<file path="src/rtl/actor_move_sequencer.sv">
// actor_move_sequencer: per-frame movement scheduler that walks each actor through a wall probe and commits or blocks its step.
// Latency: 2 cycles per actor (4 when a turn attempt hits a wall); done follows the last actor's commit edge.
// Backpressure: none; frame ticks seen while busy or during the done cycle are dropped and set sticky overrun.
module actor_move_sequencer #(
  parameter int NUM_ACTORS = 5,
  parameter int COORD_W    = 10,
  parameter int TILE_SHIFT = 3,
  parameter int ACTOR_SIZE = 8,
  parameter int MAZE_COLS  = 28,
  parameter int MAZE_ROWS  = 31,
  parameter int MAZE_AW    = 10,
  parameter logic [NUM_ACTORS*COORD_W-1:0] INIT_X   = '0,
  parameter logic [NUM_ACTORS*COORD_W-1:0] INIT_Y   = '0,
  parameter logic [NUM_ACTORS*2-1:0]       INIT_DIR = '0
) (
  input  logic                            Clk,
  input  logic                            Reset,
  input  logic                            vs,
  input  logic [NUM_ACTORS-1:0]           req_valid,
  input  logic [2*NUM_ACTORS-1:0]         req_dir,
  output logic                            maze_rd,
  output logic [MAZE_AW-1:0]              maze_addr,
  input  logic                            maze_wall,
  output logic [COORD_W*NUM_ACTORS-1:0]   pos_x,
  output logic [COORD_W*NUM_ACTORS-1:0]   pos_y,
  output logic [2*NUM_ACTORS-1:0]         cur_dir,
  output logic                            busy,
  output logic                            done,
  output logic                            overrun
);

  localparam int IDX_W = (NUM_ACTORS > 1) ? $clog2(NUM_ACTORS) : 1;
  localparam int PW    = COORD_W + 1;
  localparam logic [IDX_W-1:0] LAST_IDX = IDX_W'(NUM_ACTORS - 1);
  localparam logic [31:0] LP_COLS = 32'(MAZE_COLS);
  localparam logic [31:0] LP_ROWS = 32'(MAZE_ROWS);

  localparam logic [1:0] DIR_R = 2'b00;
  localparam logic [1:0] DIR_L = 2'b01;
  localparam logic [1:0] DIR_U = 2'b10;

  // The "next actor" decision is folded into the CHK states, so it has no state of its own.
  typedef enum logic [2:0] {
    S_IDLE, S_PROBE_REQ, S_CHK_REQ, S_PROBE_CUR, S_CHK_CUR
  } state_t;

  state_t r_state, w_state_nxt;

  logic                 r_vs_d;
  logic [IDX_W-1:0]     r_idx;
  logic [COORD_W-1:0]   r_pos_x [NUM_ACTORS];
  logic [COORD_W-1:0]   r_pos_y [NUM_ACTORS];
  logic [1:0]           r_dir   [NUM_ACTORS];
  logic [1:0]           r_try_dir;
  logic                 r_oob;
  logic                 r_busy;
  logic                 r_done;
  logic                 r_overrun;

  logic                 w_tick;
  logic                 w_start;
  logic                 w_last;
  logic [COORD_W-1:0]   w_x;
  logic [COORD_W-1:0]   w_y;
  logic [1:0]           w_dir;
  logic                 w_req_vld;
  logic [1:0]           w_req_dir;
  logic                 w_turn_ok;
  logic                 w_attempt;
  logic [1:0]           w_probe_dir;
  logic [PW-1:0]        w_px;
  logic [PW-1:0]        w_py;
  logic [PW-1:0]        w_col;
  logic [PW-1:0]        w_row;
  logic                 w_oob;
  logic [MAZE_AW-1:0]   w_addr;
  logic                 w_blocked;
  logic                 w_probe;
  logic                 w_commit;

  // vsync is active low: a frame tick is a registered-high, now-low sample.
  assign w_tick  = r_vs_d & ~vs;
  assign w_start = w_tick && (r_state == S_IDLE) && !r_done;
  assign w_last  = (r_idx == LAST_IDX);

  assign w_x       = r_pos_x[r_idx];
  assign w_y       = r_pos_y[r_idx];
  assign w_dir     = r_dir[r_idx];
  assign w_req_vld = req_valid[r_idx];
  assign w_req_dir = req_dir[{r_idx, 1'b0} +: 2];

  // Same-axis reversals are always allowed; a perpendicular turn needs the actor tile-aligned on the other axis.
  assign w_turn_ok = (w_req_dir[1] == w_dir[1]) ||
                     (w_req_dir[1] ? (w_x[TILE_SHIFT-1:0] == '0) : (w_y[TILE_SHIFT-1:0] == '0));
  assign w_attempt   = w_req_vld && (w_req_dir != w_dir) && w_turn_ok;
  assign w_probe_dir = ((r_state == S_PROBE_REQ) && w_attempt) ? w_req_dir : w_dir;

  // Leading-edge probe point one pixel ahead of the sprite in the probed direction.
  always_comb begin
    w_px = {1'b0, w_x};
    w_py = {1'b0, w_y};
    case (w_probe_dir)
      DIR_R:   w_px = {1'b0, w_x} + PW'(ACTOR_SIZE);
      DIR_L:   w_px = {1'b0, w_x} - PW'(1);
      DIR_U:   w_py = {1'b0, w_y} - PW'(1);
      default: w_py = {1'b0, w_y} + PW'(ACTOR_SIZE);
    endcase
  end

  assign w_col  = w_px >> TILE_SHIFT;
  assign w_row  = w_py >> TILE_SHIFT;
  assign w_oob  = ((w_probe_dir == DIR_L) && (w_x == '0)) ||
                  ((w_probe_dir == DIR_U) && (w_y == '0)) ||
                  (32'(w_col) >= LP_COLS) || (32'(w_row) >= LP_ROWS);
  assign w_addr = MAZE_AW'(32'(w_row) * LP_COLS + 32'(w_col));

  // Off-maze probes never touch the RAM and always read as a wall.
  assign w_blocked = r_oob | maze_wall;

  // State register.
  always_ff @(posedge Clk) begin
    if (Reset) r_state <= S_IDLE;
    else       r_state <= w_state_nxt;
  end

  // Next-state: one or two probes per actor, then on to the next actor or back to idle.
  always_comb begin
    w_state_nxt = r_state;
    case (r_state)
      S_IDLE:      if (w_start) w_state_nxt = S_PROBE_REQ;
      S_PROBE_REQ: w_state_nxt = w_attempt ? S_CHK_REQ : S_CHK_CUR;
      S_CHK_REQ: begin
        if (w_blocked)   w_state_nxt = S_PROBE_CUR;
        else if (w_last) w_state_nxt = S_IDLE;
        else             w_state_nxt = S_PROBE_REQ;
      end
      S_PROBE_CUR: w_state_nxt = S_CHK_CUR;
      S_CHK_CUR:   w_state_nxt = w_last ? S_IDLE : S_PROBE_REQ;
      default:     w_state_nxt = S_IDLE;
    endcase
  end

  // Outputs: RAM strobe during probe cycles, commit strobe when an actor finishes.
  always_comb begin
    w_probe  = 1'b0;
    w_commit = 1'b0;
    case (r_state)
      S_PROBE_REQ, S_PROBE_CUR: w_probe  = 1'b1;
      S_CHK_REQ:                w_commit = !w_blocked;
      S_CHK_CUR:                w_commit = 1'b1;
      default: ;
    endcase
    maze_rd   = w_probe && !w_oob && !Reset;
    maze_addr = maze_rd ? w_addr : '0;
  end

  // Actor state, sequencing bookkeeping and status flags.
  always_ff @(posedge Clk) begin
    if (Reset) begin
      r_vs_d    <= 1'b0;
      r_idx     <= '0;
      r_try_dir <= 2'b00;
      r_oob     <= 1'b0;
      r_busy    <= 1'b0;
      r_done    <= 1'b0;
      r_overrun <= 1'b0;
      for (int i = 0; i < NUM_ACTORS; i++) begin
        r_pos_x[i] <= INIT_X[i*COORD_W +: COORD_W];
        r_pos_y[i] <= INIT_Y[i*COORD_W +: COORD_W];
        r_dir[i]   <= INIT_DIR[i*2 +: 2];
      end
    end else begin
      r_vs_d <= vs;
      r_done <= 1'b0;
      if (w_tick && (r_busy || r_done)) r_overrun <= 1'b1;
      if (w_start) begin
        r_idx  <= '0;
        r_busy <= 1'b1;
      end
      if (w_probe) begin
        r_try_dir <= w_probe_dir;
        r_oob     <= w_oob;
      end
      if (w_commit) begin
        if (!w_blocked) begin
          case (r_try_dir)
            DIR_R:   r_pos_x[r_idx] <= w_x + COORD_W'(1);
            DIR_L:   r_pos_x[r_idx] <= w_x - COORD_W'(1);
            DIR_U:   r_pos_y[r_idx] <= w_y - COORD_W'(1);
            default: r_pos_y[r_idx] <= w_y + COORD_W'(1);
          endcase
        end
        r_dir[r_idx] <= r_try_dir;
        if (w_last) begin
          r_busy <= 1'b0;
          r_done <= 1'b1;
        end else begin
          r_idx <= r_idx + IDX_W'(1);
        end
      end
    end
  end

  // Flatten per-actor registers onto the packed output buses.
  always_comb begin
    pos_x   = '0;
    pos_y   = '0;
    cur_dir = '0;
    for (int i = 0; i < NUM_ACTORS; i++) begin
      pos_x[i*COORD_W +: COORD_W] = r_pos_x[i];
      pos_y[i*COORD_W +: COORD_W] = r_pos_y[i];
      cur_dir[i*2 +: 2]           = r_dir[i];
    end
  end

  assign busy    = r_busy;
  assign done    = r_done;
  assign overrun = r_overrun;

endmodule

</file>
<file path="config.mk">
export PLATFORM = sky130hd
export DESIGN_NAME = actor_move_sequencer
export DESIGN_NICKNAME = d
export VERILOG_FILES = /design/src/rtl/actor_move_sequencer.sv
export SDC_FILE = /design/constraint.sdc
export NUM_CORES = 1
export LEC_CHECK = 0
export CORE_UTILIZATION = 56
export DETAILED_ROUTE_END_ITERATION = 6
export GPL_TIMING_DRIVEN = 0
export PLACE_DENSITY = 0.81
export SYNTH_ARGS = -nofsm -noshare
export SYNTH_HDL_FRONTEND = slang
export SYNTH_SLANG_ARGS = --single-unit
</file>
<file path="constraint.sdc">
create_clock -name Clk -period 8.9 [get_ports Clk]
set_clock_uncertainty 0.1 [all_clocks]
set_input_delay 1.78 -clock Clk [delete_from_list [all_inputs] [get_ports Clk]]
set_output_delay 1.78 -clock Clk [all_outputs]
set_load 0.01 [all_outputs]
</file>
# Word level (Yosys, flattened, before mapping)
# Memories as Yosys holds them, arrays and structs flattened. A register that Yosys moved wholly into a read port is not among the register bits.
# Index checks and enable logic that the tools add are counted.
# op_classes
shifts	1
n_eq_ne	12
add_sub_neg	10
n_mul	1
order_cmp	3
reduce_logical	33
bitwise	6
n_mux	60
# ops
op	count
$mux W10	5
$pmux W11 S2	2
$mux W1	36
$mux W3	11
$add A10 B4 Y11 const B	2
$sub A10 B1 Y11 const B	2
$add A10 B1 Y10 const B	2
$logic_not A10 Y1	2
$reduce_or A10 Y1	2
$sub A10 B1 Y10 const B	2
$ge A8 B5 Y1 const B	2
$pmux W3 S5	1
$add A10 B8 Y10	1
$logic_and A1 B1 Y1	10
$shiftx A10 B5 Y2	1
$logic_not A3 Y1	3
$mul A8 B3 Y8 const B	1
$reduce_or A2 Y1	4
$eq A3 B2 Y1 const B	2
$eq A3 B3 Y1 const B	2
$mux W2	3
$logic_or A1 B1 Y1	5
$eq A2 B1 Y1 const B	2
$eq A2 B2 Y1 const B	2
14 further kinds	21
# word_totals
mem_count	3
output_inout_bits	124
input_bits	19
wordCells	137
ram_bits	110
ff_bits	13
# memory_table
memory	depth	word_bits	rd	rd_clocked_by_memory_dff	wr	line	source
r_pos_x	5	10	6	1	5	51	logic [COORD_W-1:0] r_pos_x [NUM_ACTORS];
r_pos_y	5	10	6	1	5	52	logic [COORD_W-1:0] r_pos_y [NUM_ACTORS];
r_dir	5	2	6	1	5	53	logic [1:0] r_dir [NUM_ACTORS];

# Logic depth before layout (Yosys ltp)
# Gate-level depths: netlist (run 1).
# logic_depth
ltp_word	15
depth_mapped	27
ltp_nobuf	23

# Worst setup path after synthesis (run 1)
# No wires, ideal clock.
# synth_path
kind	input to output
from	in req_valid[3]
to	out maze_addr[9]
path_stages	21
arrival_time_ps	6434
required_ps	7020
setup_slack_ps	586
cell_sequence	mux2i_1 nor2_1 o311a_1 a31oi_1 o22ai_2 nor4_2 a21oi_1 xnor2_2 fa_1 ha_1 fa_1 ha_1 inv_1 o21bai_1 a21oi_1 nor2b_1 o21ai_0 xnor2_1 xnor3_1 xnor2_1 nor4_1
# synth_via
elab_chain_cells	15
elab_cells_between_ends	25
# synth_lines
element	line	source
start: declaration	19	input logic [NUM_ACTORS-1:0] req_valid,
$bmux W1 S3 *	89	assign w_req_vld = req_valid[r_idx];
$mux W1 (not written as such) *	89	
$logic_and A1 B1 Y1 * (2 in series)	95	assign w_attempt = w_req_vld && (w_req_dir != w_dir) && w_turn_ok;
$logic_and A1 B1 Y1 *	96	assign w_probe_dir = ((r_state == S_PROBE_REQ) && w_attempt) ? w_req_dir : w_dir;
$mux W2 *	96	
branches (longest 8 deep; another with $add A10 B8 Y10)	--	
$mux W10 *	154	maze_addr = maze_rd ? w_addr : '0;
end: declaration	22	output logic [MAZE_AW-1:0] maze_addr,
# Every way passes the cells marked *. The select of a mux whose other input is x is not followed.

# Final worst setup path (run 1)
# layout_path
from	in req_dir[0]
to	out maze_addr[9]
# layout_via
elab_chain_cells	15
elab_cells_between_ends	25
# layout_lines
element	line	source
start: declaration	20	input logic [2*NUM_ACTORS-1:0] req_dir,
$shiftx A10 B5 Y2 *	90	assign w_req_dir = req_dir[{r_idx, 1'b0} +: 2];
$ne A2 B2 Y1	95	
$logic_and A1 B1 Y1 (2 in series)	95	
$logic_and A1 B1 Y1	96	
$mux W2 *	96	
branches (longest 8 deep; another with $add A10 B8 Y10)	--	
$mux W10 *	154	
# Every way passes the cells marked *.

==> run metrics, run 1 <==
status=complete, no violations; Final Slew Violations=0; net switching power=0.598 mW; CP max-delay cell=fa_1; die area=0.0204 mm²; mapped cell area=0.0111 mm²; multi-input logic area=0.00523 mm²; # hold bufs at CTS=0; Layout Cells excl Fill=1,423; Final Hold Violating Endpoints=0; Final period util=0.974; yosys warns=0; crit path to=maze_addr[9]; WP data arrival=6.79 ns; clk slew on worst S/H paths=0.07 ns; first-pass GRT wire length=about 52,000 µm; Syn Area/Cell=between 10 and 15 µm²; starting density of the core=0.571; final wirelength=35,800 µm; Seq pwr share=0.476; Worst Tran Pin Value=1.32 ns; Critical Path End Type=primary output; DR pass1 iterations=7; most frequent cells in the layout=176 x edfxtp_1, 140 x nor2_1, 132 x clkdlybuf4s50_1, 50 x nand2_1, 49 x inv_1; Reg2Reg Depth=12; path category of the worst min-delay check=reg2reg; internal power=approximately 1.5 mW; sw frac=0.282; total grt overflow=0; # IOs=143; CP startpoint kind=input port; relative slew slack=0.116; Root Driver=clkbuf_16; GP Congestion=0.976; DP Wirelength=25,000 µm; setup slack, reg-to-reg=2.94 ns; # setup viols final=0; DR WL/cell=between 20 and 30 µm; maximum vdd drop=0.134 mV; kind of critical path=in2out; Post-synth ARST share=0; most common cell after layout, fill and taps aside=edfxtp_1; combinational share of power=0.183; # rows=51; number of DRC markers in iteration 0=1,013; Power Density=154 mW/mm²; Post-synth top flop=edfxtp_1; WP buf/inv=3; area grow syn2layout=23.4%; Util after Layout=0.705; Die Span Y=143 µm; initial antenna violation count=0; Cell variety after synth=85; syn nets=1,034; Max stage delay on crit path=0.59 ns; FILL cells=1,381; CTS tree=yes; Die W=143 µm; Leakage=5.18 nW; Period minus WS final=8.67 ns; TNS Setup=0 ns; vias in the first global route=8,734; # DRC=0; Sequential Area=0.00555 mm²; CP cell instances=clkdlybuf4s50_1 > or4b_1 > o221ai_1 > a31o_2 > o211ai_1 > nand2_1 > a21oi_2 > xnor2_2 > fa_1 > ha_2 > fa_1 > ha_1 > inv_2 > o21bai_1 > a21oi_2 > nor2b_1 > o21ai_2 > xnor2_1 > xnor3_1 > xnor2_2 > nor4_2 > buf_2; layout cell share with drive strength beyond 1=0.153; Crit path depth=22; layout net count=1,209; total CTS buffers=17; Worst EP required=7.02 ns; crit-path max FO=6; Ant. Diodes=0; Clk Latency, worst-skew pair=0.44 ns; clock share of power=0.341; FF-to-FF Start=r_state[1]; Longest Clk Path Bufs=2; via count=9,269; Worst Setup SP=req_dir[0]; Synth Register Bits=~190; H-tree depth=4; core area=0.0195 mm²; RR Endpoint=r_pos_y[5][9]; IO buf count=142; maxcap violations=0; vias per inst=between 6 and 7; Antenna Nets Post-Route=0; delay-heaviest family, CP=adder cells; Inst Count DP=between 1,000 and 1,500; GRT Overall Usage=0.354; Fmax=115 MHz; clock sink count=approximately 190; Post-Synthesis Cells=970; largest net degree at the start of global routing=18; Post-synth EDFFs=176; sequential fraction of the synthesis area=0.499
==> cell usage after synthesis, drive strengths merged (5+ instances only) <==
cell | number | area, µm²
mux4 | 24 | 541
nor3b | 8 | 60.1
or2 | 8 | 50.1
nor2b | 11 | 68.8
a22oi | 5 | 47.5
nand3 | 20 | 100
o21ai | 22 | 121
a211oi | 10 | 80.1
o21bai | 6 | 45.0
mux2 | 14 | 161
nand2b | 21 | 131
nor2 | 143 | 537
fa | 7 | 140
a221o | 7 | 70.1
o31ai | 7 | 52.6
nor4 | 19 | 181
ha | 38 | 475
xnor2 | 29 | 269
a21oi | 33 | 165
nor3 | 20 | 105
clkbuf | 22 | 82.6
edfxtp | 176 | 5290
dfxtp | 13 | 260
mux2i | 29 | 298
a31oi | 6 | 37.5
o21a | 7 | 52.6
and3 | 19 | 119
o211ai | 7 | 52.6
o2bb2ai | 5 | 43.8
inv | 52 | 195
nand2 | 50 | 188
xor2 | 10 | 87.6
and2 | 15 | 96.4
a21o | 18 | 135
buf | 31 | 236
==> final cells by class <==
cell class	count	area share
sequential	189	0.404
multi-input combinational	676	0.381
timing repair buffer	157	0.113
clock buffer	18	0.0313
tap	265	0.0242
buffer	52	0.0234
inverter	52	0.0142
clock inverter	14	0.00802
==> per-layer routing <==
metal  global-route usage  wire length, µm  vias to the layer above
met5                    0                0                        -
met4                0.126             1030                        0
met3               0.0845             4270                       95
met2                0.575            17000                      671
met1                0.464            13400                     4537
li1                     -                -                     3966
==> worst min path at each step <==
stage	from	end	slack [ns]	depth (start not counted)
after floorplan	overrun	overrun	0.37	2
after global placement	overrun	overrun	0.34	2
after detailed placement	overrun	overrun	0.36	2
after CTS	overrun	overrun	0.37	2
after global routing	overrun	overrun	0.39	2
final	overrun	overrun	0.36	2
==> state kept, by name, indices dropped and copies added (netlist names), 2 cells and up <==
register and cells:
r_pos_x 80, r_state 3, r_pos_y 80, r_idx 3
r_dir 16, r_try_dir 2
==> worst reg2reg max path: stages, from the launching register on <==
cell       delay [ns]
dfxtp_1          0.43
or4b_2           0.60
a21oi_1          0.61
nor2b_1          0.56
nand3_1          0.56
ha_1             0.47
a21o_1           0.16
a21o_1           0.21
a211oi_1         0.26
o21bai_1         0.12
a21o_1           0.22
a2111oi_1        1.08
nor3_1           0.24
==> power by group through the flow <==
stage,registers (mW),clock network (mW),logic (mW)
after global routing,1.01,0.748,0.413
final,1.01,0.721,0.387
after floorplan,1.03,0,0.225
after detailed placement,1.03,0,0.350
after global placement,1.03,0,0.343
after CTS,1.01,0.717,0.363
==> cells by family (layout without fill, tap and decap cells) <==
group | after synthesis | in the layout | share of synthesized area
AOI/OAI and AO/OA | 170 | 170 | 0.113
xor gates and xnor gates | 40 | 40 | 0.0341
adders and majority gates | 45 | 45 | 0.0554
buffers and inverters | 105 | 293 | 0.0463
DFF | 189 | 189 | 0.499
muxes | 67 | 67 | 0.0899
and+or+nand+nor | 354 | 354 | 0.162
==> per-stage QoR <==
step                      area, µm²  power, mW  hold WS, ns  setup slack, ns
after global placement        12900       1.37        0.335           -0.841
after detailed placement      12900       1.38        0.356           -0.949
after CTS                     13500       2.09        0.367           0.0439
after global routing          13700       2.17        0.390          -0.0191
final                         13700       2.12        0.359            0.233
after floorplan               11100       1.25        0.370            0.586
==> what timing repair did <==
action / CTS / global route
hold endpoints to repair: 0 / 0
pin swaps: 7 / 25
endpoints found under the setup margin: 3 / 2
resized for setup: 22 / 34
buffers inserted: 5 / 10
Power figures use the tool's default switching activity.
==> inputs of run 2 (changes only) <==
- CAP_MARGIN: unset -> 30
- CORE_MARGIN: unset -> 2
==> run metrics, run 2 (synthesized netlist as in run 1, its figures left out) <==
area grow syn2layout=25.4%; GR Util met2=0.560; DR pass1 iterations=5; pre-CTS WS=-0.977 ns; Longest Clk Path Bufs=2; H-tree depth=4; most frequent cells in the layout=176 x edfxtp_1, 140 x nor2_1, 136 x clkdlybuf4s50_1, 50 x nand2_1, 49 x inv_1; Power Density=about 160 mW/mm²; vias per inst=6.46; via count=9,315; DP Wirelength=26,100 µm; layout net count=1,226; # DRC=0; Fmax=114 MHz; clock sink count=189; gr busiest metal=met2; Period minus WS final=8.76 ns; relative slew slack=0.303; Final Hold Violating Endpoints=0; initial antenna violation count=0; Die W=about 140 µm; total grt overflow=0; status=complete, no violations; DR WL/cell=25.6 µm; Root Driver=clkbuf_16; # hold bufs at CTS=0; biggest regs=r_pos_x x80, r_pos_y x80, r_dir x16; Min Hold Slack=roughly 0.35 ns; Critical Path End Type=primary output; crit-path max FO=6; Worst Tran Pin Value=1.04 ns; # rows=51; total CTS buffers=17; Die Span Y=between 100 and 150 µm; Antenna Nets Post-Route=0; core area=between 0.015 and 0.02 mm²; Inst Count DP=1,383; Final period util=0.984; most common cell after layout, fill and taps aside=edfxtp_1; number of DRC markers in iteration 0=between 1,000 and 1,500; GRT Overall Usage=0.347; # setup viols final=0; maxcap violations=0; vias in the first global route=about 9,000; Clk Latency, worst-skew pair=~0.45 ns; worst hold path depth=2; Layout Cells excl Fill=1,441; Final Worst Setup Slack=0.139 ns; first-pass GRT wire length=about 52,000 µm; maximum vdd drop=0.145 mV; CTS tree=yes; TNS Setup=0 ns; die area=between 0.02 and 0.025 mm²; kind of critical path=in2out; Final Slew Violations=0; global-route track usage on met1=0.450; largest net degree at the start of global routing=20; layout cell share with drive strength beyond 1=0.165; Leakage=5.26 nW; starting density of the core=0.571; Worst EP required=between 7 and 8 ns; GP Congestion=0.974; clk slew on worst S/H paths=roughly 0.070 ns; GRT met3 Usage=0.0849; Reg2Reg Depth=14; final wirelength=36,900 µm; IO buf count=142; FILL cells=1,402; # IOs=between 100 and 150; CP startpoint kind=input port; WP data arrival=6.88 ns; path category of the worst min-delay check=reg2reg
run 2: worst paths after layout:
check,slack (ns),start,endpoint
max reg2reg,3.05,r_oob,r_pos_x[7][9]
max,0.14,req_dir[0],maze_addr[9]
min,0.35,overrun,overrun
min reg2reg,0.35,overrun,overrun
run 2: layout make-up:
class	instances	area, µm²	share of cell area
inverters	52	195	0.0140
plain buffers	51	310	0.0223
clock inverters	14	149	0.0107
repair buffers	175	1710	0.123
clock buffers	18	429	0.0308
multi-input cells	676	5260	0.378
well taps	265	332	0.0238
flip-flops and latches	189	5550	0.398
diodes	1	2.50	0.000180
run 2: power by group:
group	switching (mW)	total, mW	internal [mW]	leakage (nW)
clock	0.379	0.753	0.374	0.279
combinational	0.230	0.403	0.173	3.14
sequential	0.0165	1.01	0.991	1.84
run 2: per-layer routing:
| layer | vias to the layer above | routed length (µm) | part of all wire |
|---|---|---|---|
| li1 | 3984 | - | - |
| met1 | 4479 | 13400 | 0.36 |
| met2 | 716 | 17400 | 0.47 |
| met3 | 136 | 4660 | 0.13 |
| met4 | 0 | 1470 | 0.040 |
| met5 | - | 0 | 0 |
run 2: worst max-delay path, stage by stage:
cell and delay, ns:
clkdlybuf4s50_1 0.51, or4b_1 0.44, o221ai_1 0.15, a31o_2 0.27, nor2_1 0.07, o211ai_1 0.18
and3_1 0.34, a22oi_2 0.10, xnor2_2 0.31, xor2_1 0.19, ha_1 0.26, ha_1 0.35
xor2_1 0.19, ha_1 0.34, a21oi_2 0.19, nor2b_1 0.07, o21ai_1 0.18, xnor2_1 0.16
xnor3_1 0.28, xnor2_2 0.17, nor4_2 0.15, buf_2 0.17
run 2: through the flow:
stage / power, mW / util / cell area (µm²)
global route: 2.22 / 0.716 / 13900
finish: 2.16 / 0.716 / 13900
detailed placement: 1.38 / 0.665 / 12900
floorplan: 1.25 / - / 11100
CTS: 2.12 / 0.705 / 13700
global placement: 1.37 / 0.661 / 12900
run 2: what timing repair did:
item	CTS	global route
buffers inserted	12	15
resized for setup	27	22
pin swaps	10	28
setup endpoints to repair	4	2
